## config.mk

```make
export PLATFORM = sky130hd
export DESIGN_NAME = detector_nota
export DESIGN_NICKNAME = d
export VERILOG_FILES = /design/src/rtl/detector_nota.sv
export SDC_FILE = /design/constraint.sdc
export NUM_CORES = 1
export LEC_CHECK = 0
export BUFFER_PORTS_ARGS = -buffer_cell sky130_fd_sc_hd__buf_2
export CAP_MARGIN = 20
export CELL_PAD_IN_SITES_DETAIL_PLACEMENT = 1
export CELL_PAD_IN_SITES_GLOBAL_PLACEMENT = 1
export CORE_MARGIN = 2
export CORE_UTILIZATION = 48
export CTS_CLUSTER_SIZE = 10
export DETAILED_ROUTE_END_ITERATION = 7
export PLACE_DENSITY_LB_ADDON = 0.3
export SETUP_SLACK_MARGIN = 0.15
export SKIP_LAST_GASP = 1
export SLEW_MARGIN = 0
export SYNTH_ARGS = -nofsm -noshare
export SYNTH_HDL_FRONTEND = slang
export SYNTH_SLANG_ARGS = --single-unit
```

## constraint.sdc

```tcl
create_clock -name clk -period 8.95 [get_ports clk]
set_clock_uncertainty 0.2 [all_clocks]
set_input_delay 0.4475 -clock clk [delete_from_list [all_inputs] [get_ports clk]]
set_output_delay 0.4475 -clock clk [all_outputs]
set_load 0.02 [all_outputs]
```

## src/rtl/detector_nota.sv

```systemverilog
// Tone-period note detector: measures the rising-edge period of audio_in,
// classifies it against the player's note table and confirms stable notes.
module detector_nota #(
  parameter int PERIOD_W   = 20,
  parameter int TOL_SHIFT  = 6,
  parameter int STABLE_N   = 3,
  parameter int MIN_PERIOD = 1000,
  parameter int TIMEOUT    = 700000
) (
  input  logic                clk,
  input  logic                rst,
  input  logic                audio_in,
  output logic [3:0]          note,
  output logic                new_note,
  output logic                locked,
  output logic [PERIOD_W-1:0] period
);

  localparam int SW = $clog2(STABLE_N + 1);
  localparam logic [3:0] MUTE = 4'd11;
  localparam logic [3:0] UNK  = 4'd15;
  localparam logic [3:0] LAST = 4'd13;
  localparam logic [PERIOD_W-1:0] TO_CNT  = PERIOD_W'(TIMEOUT);
  localparam logic [PERIOD_W-1:0] MIN_CNT = PERIOD_W'(MIN_PERIOD);
  localparam logic [SW-1:0] STABLE_MAX = SW'(STABLE_N);

  typedef enum logic {IDLE, MEAS} mstate_t;
  typedef enum logic [1:0] {C_IDLE, C_SEARCH, C_DONE} cstate_t;

  mstate_t mstate, mstate_n;
  cstate_t cstate, cstate_n;

  logic s1, s2, s3, rise;
  logic [PERIOD_W-1:0] cnt, cper, tab;
  logic [PERIOD_W:0]   ep, et, diff, tol;
  logic [3:0]          idx, result, prev_result;
  logic [SW-1:0]       stable, stable_nx;
  logic accept, drop, tmo, hit, confirm;

  function automatic logic [PERIOD_W-1:0] table_period(input logic [3:0] i);
    case (i)
      4'd0:    table_period = PERIOD_W'(191110);
      4'd1:    table_period = PERIOD_W'(95557);
      4'd2:    table_period = PERIOD_W'(143172);
      4'd3:    table_period = PERIOD_W'(227273);
      4'd4:    table_period = PERIOD_W'(113636);
      4'd5:    table_period = PERIOD_W'(151685);
      4'd6:    table_period = PERIOD_W'(170265);
      4'd7:    table_period = PERIOD_W'(180388);
      4'd8:    table_period = PERIOD_W'(90192);
      4'd9:    table_period = PERIOD_W'(107259);
      4'd10:   table_period = PERIOD_W'(127551);
      4'd12:   table_period = PERIOD_W'(340530);
      4'd13:   table_period = PERIOD_W'(85131);
      default: table_period = '0;
    endcase
  endfunction

  assign rise = s2 & ~s3;

  always_comb begin
    accept   = (mstate == MEAS) && rise && (cstate == C_IDLE);
    drop     = (mstate == MEAS) && rise && (cstate != C_IDLE);
    tmo      = (mstate == MEAS) && !rise && (cnt == TO_CNT);
    tab      = table_period(idx);
    ep       = {1'b0, cper};
    et       = {1'b0, tab};
    diff     = (ep >= et) ? (ep - et) : (et - ep);
    tol      = et >> TOL_SHIFT;
    hit      = (diff <= tol);
    // a zero count means no streak yet, so the first result always starts at 1
    if ((stable != '0) && (result == prev_result))
      stable_nx = (stable == STABLE_MAX) ? stable : stable + SW'(1);
    else
      stable_nx = SW'(1);
    confirm  = (stable_nx == STABLE_MAX);

    mstate_n = mstate;
    case (mstate)
      IDLE:    if (rise) mstate_n = MEAS;
      MEAS:    if (tmo)  mstate_n = IDLE;
      default: mstate_n = IDLE;
    endcase

    cstate_n = cstate;
    case (cstate)
      C_IDLE:   if (accept) cstate_n = (cnt < MIN_CNT) ? C_DONE : C_SEARCH;
      C_SEARCH: if (hit || (idx == LAST)) cstate_n = C_DONE;
      C_DONE:   cstate_n = C_IDLE;
      default:  cstate_n = C_IDLE;
    endcase
  end

  always_ff @(posedge clk or posedge rst) begin
    if (rst) begin
      s1 <= 1'b0;
      s2 <= 1'b0;
      s3 <= 1'b0;
      mstate <= IDLE;
      cstate <= C_IDLE;
    end else begin
      s1 <= audio_in;
      s2 <= s1;
      s3 <= s2;
      mstate <= mstate_n;
      cstate <= cstate_n;
    end
  end

  always_ff @(posedge clk or posedge rst) begin
    if (rst) begin
      cnt         <= '0;
      cper        <= '0;
      period      <= '0;
      idx         <= '0;
      result      <= UNK;
      prev_result <= UNK;
      stable      <= '0;
      note        <= MUTE;
      new_note    <= 1'b0;
      locked      <= 1'b0;
    end else begin
      new_note <= 1'b0;

      if (mstate == IDLE)
        cnt <= rise ? PERIOD_W'(1) : '0;
      else if (rise)
        cnt <= PERIOD_W'(1);
      else if (tmo)
        cnt <= '0;
      else
        cnt <= cnt + PERIOD_W'(1);

      if (accept) begin
        period <= cnt;
        cper   <= cnt;
        idx    <= '0;
        if (cnt < MIN_CNT) result <= UNK;
      end

      if (cstate == C_SEARCH) begin
        if (hit)
          result <= idx;
        else if (idx == LAST)
          result <= UNK;
        else
          idx <= (idx == 4'd10) ? 4'd12 : idx + 4'd1;
      end

      if (cstate == C_DONE) begin
        prev_result <= result;
        stable      <= stable_nx;
        if (confirm && (result != note)) begin
          note     <= result;
          new_note <= 1'b1;
        end
        locked <= confirm;
      end

      if (drop) stable <= '0;

      if (tmo) begin
        stable   <= '0;
        locked   <= 1'b0;
        note     <= MUTE;
        new_note <= (note != MUTE);
      end
    end
  end

endmodule
```

Word-level counts from Yosys, hierarchy flattened
Memories as Yosys holds them, arrays and structs flattened.
Index checks and enable logic that the tools add are counted.
{"block": "word_totals", "reg_bits": 66, "latchBits": 0, "ram_bits": 0, "rom_bits": 304, "in_bits": 3, "mem_count": 1}
{"memory": "(no name shown)", "words": 16, "width": 19, "read_ports": 1, "rd_clocked_by_memory_dff": 0, "wr": 0, "line": "41", "source": "case (i)"}
{"block": "op_classes", "n_addsub": 5, "multipliers": 0, "div_mod_pow": 0, "magnitude_cmp": 3, "eq_ne": 12, "n_shift": 0, "mux": 35, "bitwise": 3, "n_reduce_logical": 17}
{"op": "$mux 20", "n": 3}
{"op": "$mux 4", "n": 13}
{"op": "$sub 20x20->21", "n": 2}
{"op": "$le 21x14->1", "n": 1}
{"op": "$mux 21", "n": 1}
{"op": "$add 20x1->20 const B", "n": 1}
{"op": "$eq 20x20->1 const B", "n": 1}
{"op": "$ge 20x20->1", "n": 1}
{"op": "$lt 20x10->1 const B", "n": 1}
{"op": "$mux 2", "n": 8}
{"op": "$eq 4x4->1 const B", "n": 2}
{"op": "$mux 1", "n": 8}
{"op": "$reduce_bool 2->1", "n": 4}
{"op": "$logic_and 1x1->1", "n": 7}
{"op": "$eq 2x2->1 const B", "n": 3}
{"op": "$add 4x1->4 const B", "n": 1}
{"op": "$eq 4x4->1", "n": 1}
{"op": "$ne 2x2->1 const B", "n": 2}
{"op": "$ne 4x4->1", "n": 1}
{"op": "$ne 4x4->1 const B", "n": 1}
{"op": "$pmux 2 s2", "n": 1}
{"op": "$reduce_and 2->1", "n": 2}
{"op": "$reduce_bool 3->1", "n": 1}
{"op": "$add 2x1->2 const B", "n": 1}
{"op": "7 further kinds", "n": 8}

Longest topological paths before layout
Gate-level depths: netlist (run 1).
{"block": "depth", "ltp_word": 8, "depth_mapped": 34}

Worst setup path before layout (run 1)
Ideal clock, no wire load.
{"block": "synth_path", "path_kind": "reg-to-reg", "startpoint": "register idx[1]", "endpoint": "register idx[0]", "arrival_time_ps": 5915, "required_time_ps": 8630, "slack_ps": 2716, "stages_incl_launch_ff": 34, "path_buffers": 5, "synth_period_minus_slack_ps": 6234, "cell_sequence": "dfrtp_1 clkbuf_1 inv_1 ha_1 or2_2 a211oi_1 a31oi_1 ha_1 clkbuf_1 a21oi_1 o21a_1 o21ai_0 or2_2 clkbuf_1 nor2_1 buf_1 nor2_1 a21oi_1 a21oi_1 o22ai_1 xor2_1 ha_1 and3_1 nand3_1 o21ai_0 a21oi_1 and3_1 a211oi_1 nand4_1 nor4_2 nand4_1 buf_2 and4_4 a31o_1"}
{"block": "synth_via", "elab_chain_len": 6, "elab_cells_between_ends": 12, "classes_between": "add/sub: 2; order compare: 2; eq/ne: 2; mux: 5; memory: 1"}
{"item": "start: declaration", "line": "36", "source": "logic [3:0] idx, result, prev_result;"}
{"item": "start signal: assignment", "line": "147", "source": "idx <= (idx == 4'd10) ? 4'd12 : idx + 4'd1;"}
{"item": "$mem_v2 16x19"}
{"item": "$sub 20x20->21 or $ge 20x20->1 (tied branches)", "line": "68", "source": "diff = (ep >= et) ? (ep - et) : (et - ep);"}
{"item": "$mux 21", "line": "68"}
{"item": "$le 21x14->1", "line": "70", "source": "hit = (diff <= tol);"}
{"item": "$mux 4 *", "line": "142", "source": "if (hit)"}
{"item": "$mux 4 *", "line": "141", "source": "if (cstate == C_SEARCH) begin"}
Mark *: on every way between the ends. The rest lies on a longest branch, timed or not.
A chain may end at the register's enable or synchronous reset.

Worst setup path in the final report (run 1)
{"block": "layout_path", "startpoint": "register idx[1]", "endpoint": "register result[3]"}
{"block": "layout_via", "elab_chain_len": 6, "elab_cells_between_ends": 10, "classes_between": "add/sub: 2; order compare: 2; eq/ne: 1; mux: 4; memory: 1"}
{"item": "$mem_v2 16x19"}
{"item": "$sub 20x20->21 or $ge 20x20->1 (tied branches)", "line": "68"}
{"item": "$mux 21", "line": "68"}
{"item": "$le 21x14->1", "line": "70"}
{"item": "$mux 4 *", "line": "142"}
{"item": "$mux 4 *", "line": "141"}
{"item": "end signal: assignment", "line": "143", "source": "result <= idx;"}
{"item": "end: declaration", "line": "36"}
Marks and branches as above.

==> results of run 1 <==
-- worst min path at each step --
stage | endpoint | slack, ns | cells after the start
after global routing | s1 | 0.02 | 1
after floorplan | s2 | 0.13 | 0
final | s1 | 0.03 | 1
after detailed placement | s2 | 0.14 | 0
after CTS | s1 | 0.02 | 1
after global placement | s2 | 0.14 | 0
-- area by class of cell --
type,count,area (um2)
timing repair buffer,31,162.7
inverter,57,214.0
clock buffer,10,239.0
sequential,66,1665
multi-input combinational,570,3955
fill,1471,5599
tap,168,210.2
clock inverter,6,66.31
-- synthesized netlist by cell type, types with 9 or more instances --
master     n  area share (%)
nand4_1   16             1.7
clkbuf_1  30             1.9
nor3_1    20             1.7
a21o_1    16             2.0
nor2_1    73             4.6
xor2_1    27             3.9
nand3_1   22             1.8
nor2b_1   11             1.1
mux2_2    24             4.5
xnor2_1   14             2.0
inv_1     57             3.6
nand2_1   56             3.5
o21bai_1   9             1.1
dfrtp_1   55              23
a21oi_1   54             4.5
ha_1      60              13
dfstp_2   11             4.8
mux2i_1   11             1.8
and3_1    10             1.0
o21ai_0   40             3.3
-- per-stage QoR --
stage                     hold WS (ns)  instances  area, um2  power, uW  setup slack, ns
after floorplan                 0.1312        732       6000      609.7            2.716
after global placement          0.1427        892       6207      699.0            1.774
after detailed placement        0.1364        892       6207      714.3            1.429
after CTS                      0.01922        908       6513       1075            1.382
after global routing           0.02139        908       6513       1127           0.5563
final                          0.03067        908       6513       1073            1.252
-- flip-flops by register name, indices dropped and copies added, names as in the netlist --
name and count:
cstate 2, s2 1, mstate 1, note 4
prev_result 4, cnt 20, idx 4, s1 1
s3 1, stable 2, new_note 1, cper 20
result 4, locked 1
-- worst register-to-register path, delay by kind of cell, from the launching register on --
kind                       cells  cell delay (ns)
and+or+nand+nor               14             3.76
AOI/OAI and AO/OA              8             1.57
adders and majority gates      3             1.03
DFF                            1             0.61
buffers and inverters          2             0.36
xor gates and xnor gates       1             0.10
-- cells by family after synthesis --
family | after synthesis | synth area share [%]
simple gates | 241 | 19.46
compound gates | 191 | 20.96
buf+inv | 96 | 6.319
flops | 66 | 27.76
fa+ha+maj | 62 | 13.18
xor+xnor | 41 | 5.985
mux | 35 | 6.340
-- report_power, final --
group          internal, uW  switching (uW)  total, uW
combinational           135             209        344
clock                   223             131        354
sequential              334            40.7        375
total                   692             381       1070
-- metal layers --
| layer | vias to the layer above | part of all wire (%) |
|---|---|---|
| met2 | 151 | 51 |
| met1 | 2783 | 42 |
| li1 | 2601 | - |
| met5 | - | 0 |
| met3 | 54 | 3.2 |
| met4 | 0 | 3.9 |
==> flow_summary.yaml, run 1 <==
run_status:
  run_status: "complete, no violations"
clock_tree:
  post_cts_resized: 0
  clock_sinks: 66
  post_cts_buffers: 0
  cts_tree: "done"
  clock_latency_ns: 0.33
  cts_buffers: 9
  htree_levels: 3
  ctsHoldBuffers: 0
  path_clk_slew_ns: 0.06
  clockBufferDepth: 2
  cts-root-buf: "clkbuf_16"
grt:
  overflow: 0
  antenna_found_initial: 0
  grt.met2_usage_pct: 53.10
  top_usage_layer: "met2"
  grt_first_pass_wirelength_um: 31390
  grt_pass1_vias: 5914
  grt_use_met3_pct: 2.824
  track_usage_pct: 30.14
  grt_max_degree: 67
  gr-usage-met1_pct: 37.53
floorplan:
  core_area_mm2: 0.01211
  fp-row-count: 40
  start_util_pct: 49.54
  die_w_um: 115.8
  dieArea_mm2: 0.01341
  die_y_um: 115.8
  ioPinCount: 29
worst_hold_path:
  min_from: "audio_in"
  hold_path.class: "in -> reg"
finish:
  nNetsFinal: 800
  mostFrequentLayoutCells: "nor2_1 (73), ha_1 (60), inv_1 (56), nand2_1 (56), dfrtp_1 (55)"
  area_growth_pct: 8.551
  antenna_cells: 0
  drive_gt1_share_pct: 12.97
  final_util_pct: 53.77
  final_common_cell: "nor2_1"
routing:
  ant_nets: 0
  drt_first_pass_iters: 4
  viasPerCell: 6.155
  totalWireLength_um: 19280
  routedWlPerCell_um: 21.24
  num_vias: 5589
  drc: 0
  drtIter0Drc: 312
critical_path:
  crit_path_frequent_cell: "a21oi_1"
  r2r_start: "idx[1]"
  path_class: "reg -> reg"
  critPathBufInv: 2
  cp-end-kind: "flip-flop"
  crit_required_ns: 9.01
  r2r_end: "result[3]"
  crit_cells: 28
  worstSetupStartpointType: "flip-flop"
  worstPathArrival_ns: 7.76
  cpPeakStageDelay_ns: 0.74
  cp-startpoint: "idx[1]"
  slowest_stage: "nor2_1"
  cp_max_fo: 12
  reg2reg_depth: 28
  crit_end: "result[3]"
  reg2reg_setup_slack_ns: 1.25
  path_delay_family: "simple AND/OR/NAND/NOR gates"
synthesis:
  synthFlopType: "dfrtp_1"
  syn_area_per_cell_um2: 8.196
  syn_nets: 797
  ys.warnings.count: 0
  ys_async_sr_fraction_pct: 100.0
  synth-seq-cells: 66
  synth_area_mm2: 0.006000
  synthDistinctLibCells: 66
  syn_inst: 732
  yosysSeqAreaShare_pct: 27.76
  synth-edff-count: 0
sta:
  setup_viol: 0
  hold_viol: 0
  tns_ns: 0
  rsz0062_at_grt: "no"
  worst_pin_slew_ns: 1.084
  slew_violations: 0
  finalWorstPathRequiredPeriod_ns: 7.698
  max_freq_mhz: 129.9
  maxSlewHeadroom_pct: 27.71
  period_share_pct: 86.01
job:
  drv_cap: 0
power_and_ir_drop:
  ir_worst_vdd_uv: 155.8
  p_per_area_mw_per_mm2: 164.7
  p_leak_uw: 0.002968
place:
  routabilityCongestion: 0.9205
  numPortBuffers: 28
  place_hpwl_um: 15110
No activity file was read; power rests on OpenSTA's default activity.
==> inputs of run 2 (changes only) <==
- REMOVE_ABC_BUFFERS: default -> 1
==> flow_summary.yaml, run 2 (synthesis results as in run 1) <==
critical_path:
  slowest_stage: "nor2_1"
  cp-end-kind: "flip-flop"
  crit_required_ns: 8.97
  path_class: "reg -> reg"
  path_delay_family: "simple AND/OR/NAND/NOR gates"
  worstSetupStartpointType: "flip-flop"
  cp-startpoint: "idx[1]"
  cpPeakStageDelay_ns: 0.71
  r2r_start: "idx[1]"
  worstPathArrival_ns: 7.78
  cp_max_fo: 12
  critPathBufInv: 1
  crit_path_frequent_cell: "a21oi_1"
worst_hold_path:
  hold_path.class: "in -> reg"
  min_from: "audio_in"
sta:
  worst_pin_slew_ns: 1.046
  setup_viol: 0
  slew_violations: 0
  max_freq_mhz: 128.8
  tns_ns: 0
  rsz0062_at_grt: "no"
  whs_ns: 0.02404
  finalWorstPathRequiredPeriod_ns: 7.765
  maxSlewHeadroom_pct: 30.23
  period_share_pct: 86.76
  hold_viol: 0
finish:
  multi_input_area_mm2: 0.003955
  n_fill_cell: 1478
  mostFrequentLayoutCells: "nor2_1 (73), ha_1 (60), inv_1 (56), nand2_1 (56), dfrtp_1 (55)"
  final_area_mm2: 0.006530
  seq_area_mm2: 0.001665
  antenna_cells: 0
  layout.cells.non_filler: 908
  drive_gt1_share_pct: 12.84
  nNetsFinal: 800
  area_growth_pct: 8.842
  reg_top3: "cnt (20), cper (20)"
  final_common_cell: "nor2_1"
floorplan:
  fp-row-count: 40
  start_util_pct: 49.54
  ioPinCount: 29
  die_w_um: 115.8
  core_area_mm2: 0.01211
  die_y_um: 115.8
  dieArea_mm2: 0.01341
grt:
  grt_max_degree: 67
  grt_pass1_vias: 5849
  antenna_found_initial: 0
  grt_first_pass_wirelength_um: 31240
  track_usage_pct: 30.16
  overflow: 0
place:
  numPortBuffers: 28
  routabilityCongestion: 1.022
  place_area_mm2: 0.006200
  place_hpwl_um: 15000
  place_inst: 891
clock_tree:
  cts_buffers: 9
  cts_tree: "done"
  post_cts_resized: 0
  clock_sinks: 66
  clock_latency_ns: 0.33
  clockBufferDepth: 2
  htree_levels: 3
  cts-root-buf: "clkbuf_16"
  ctsHoldBuffers: 0
  post_cts_buffers: 0
  path_clk_slew_ns: 0.05
routing:
  ant_nets: 0
  drc: 0
  totalWireLength_um: 19140
  drt_first_pass_iters: 5
  num_vias: 5531
  routedWlPerCell_um: 21.08
  viasPerCell: 6.091
  drtIter0Drc: 400
job:
  drv_cap: 0
run_status:
  run_status: "complete, no violations"
power_and_ir_drop:
  p_per_area_mw_per_mm2: 163.1
  p_leak_uw: 0.002985
  ir_worst_vdd_uv: 180.4
[run 2: cell type report]
class	count	share of cell area (%)
clock buffer	15	4.560
sequential	66	25.50
multi-input combinational	570	60.57
tap	168	3.219
inverter	57	3.276
timing repair buffer	31	2.797
clock inverter	1	0.07664
[run 2: power breakdown]
| part | leakage [uW] | internal [uW] | switching [uW] | total, uW |
|---|---|---|---|---|
| combinational | 0.00198 | 135 | 211 | 346 |
| sequential | 0.000851 | 334 | 40.3 | 375 |
| clock | 0.000152 | 225 | 121 | 345 |
[run 2: metrics by stage]
step,utilization [%],setup WS [ns],power (uW)
floorplan,-,2.796,608.9
CTS,53.69,1.290,1069
detailed placement,51.19,1.341,716.2
global placement,51.19,1.626,702.1
global route,53.92,0.7392,1124
finish,53.92,1.185,1065
[run 2: path summary, 6_finish.rpt]
check,end,slack (ns),cells after the start
max in group asynchronous,cper[18],7.86,3
worst min register to register,s2,0.16,0
worst min-delay path,s1,0.02,1
worst max register to register,idx[2],1.18,28
worst max-delay path,idx[2],1.18,28
min in group asynchronous,cnt[4],0.15,3
[run 2: per-layer routing]
layer / part of all wire [%] / wire length [um] / up-vias / track usage, %
met5: 0 / 0 / - / 0
met4: 3.5 / 661 / 0 / 13.33
met3: 4.3 / 822 / 45 / 4.079
met2: 50 / 9526 / 156 / 52.71
met1: 42 / 8127 / 2736 / 37.18
li1: - / - / 2594 / -
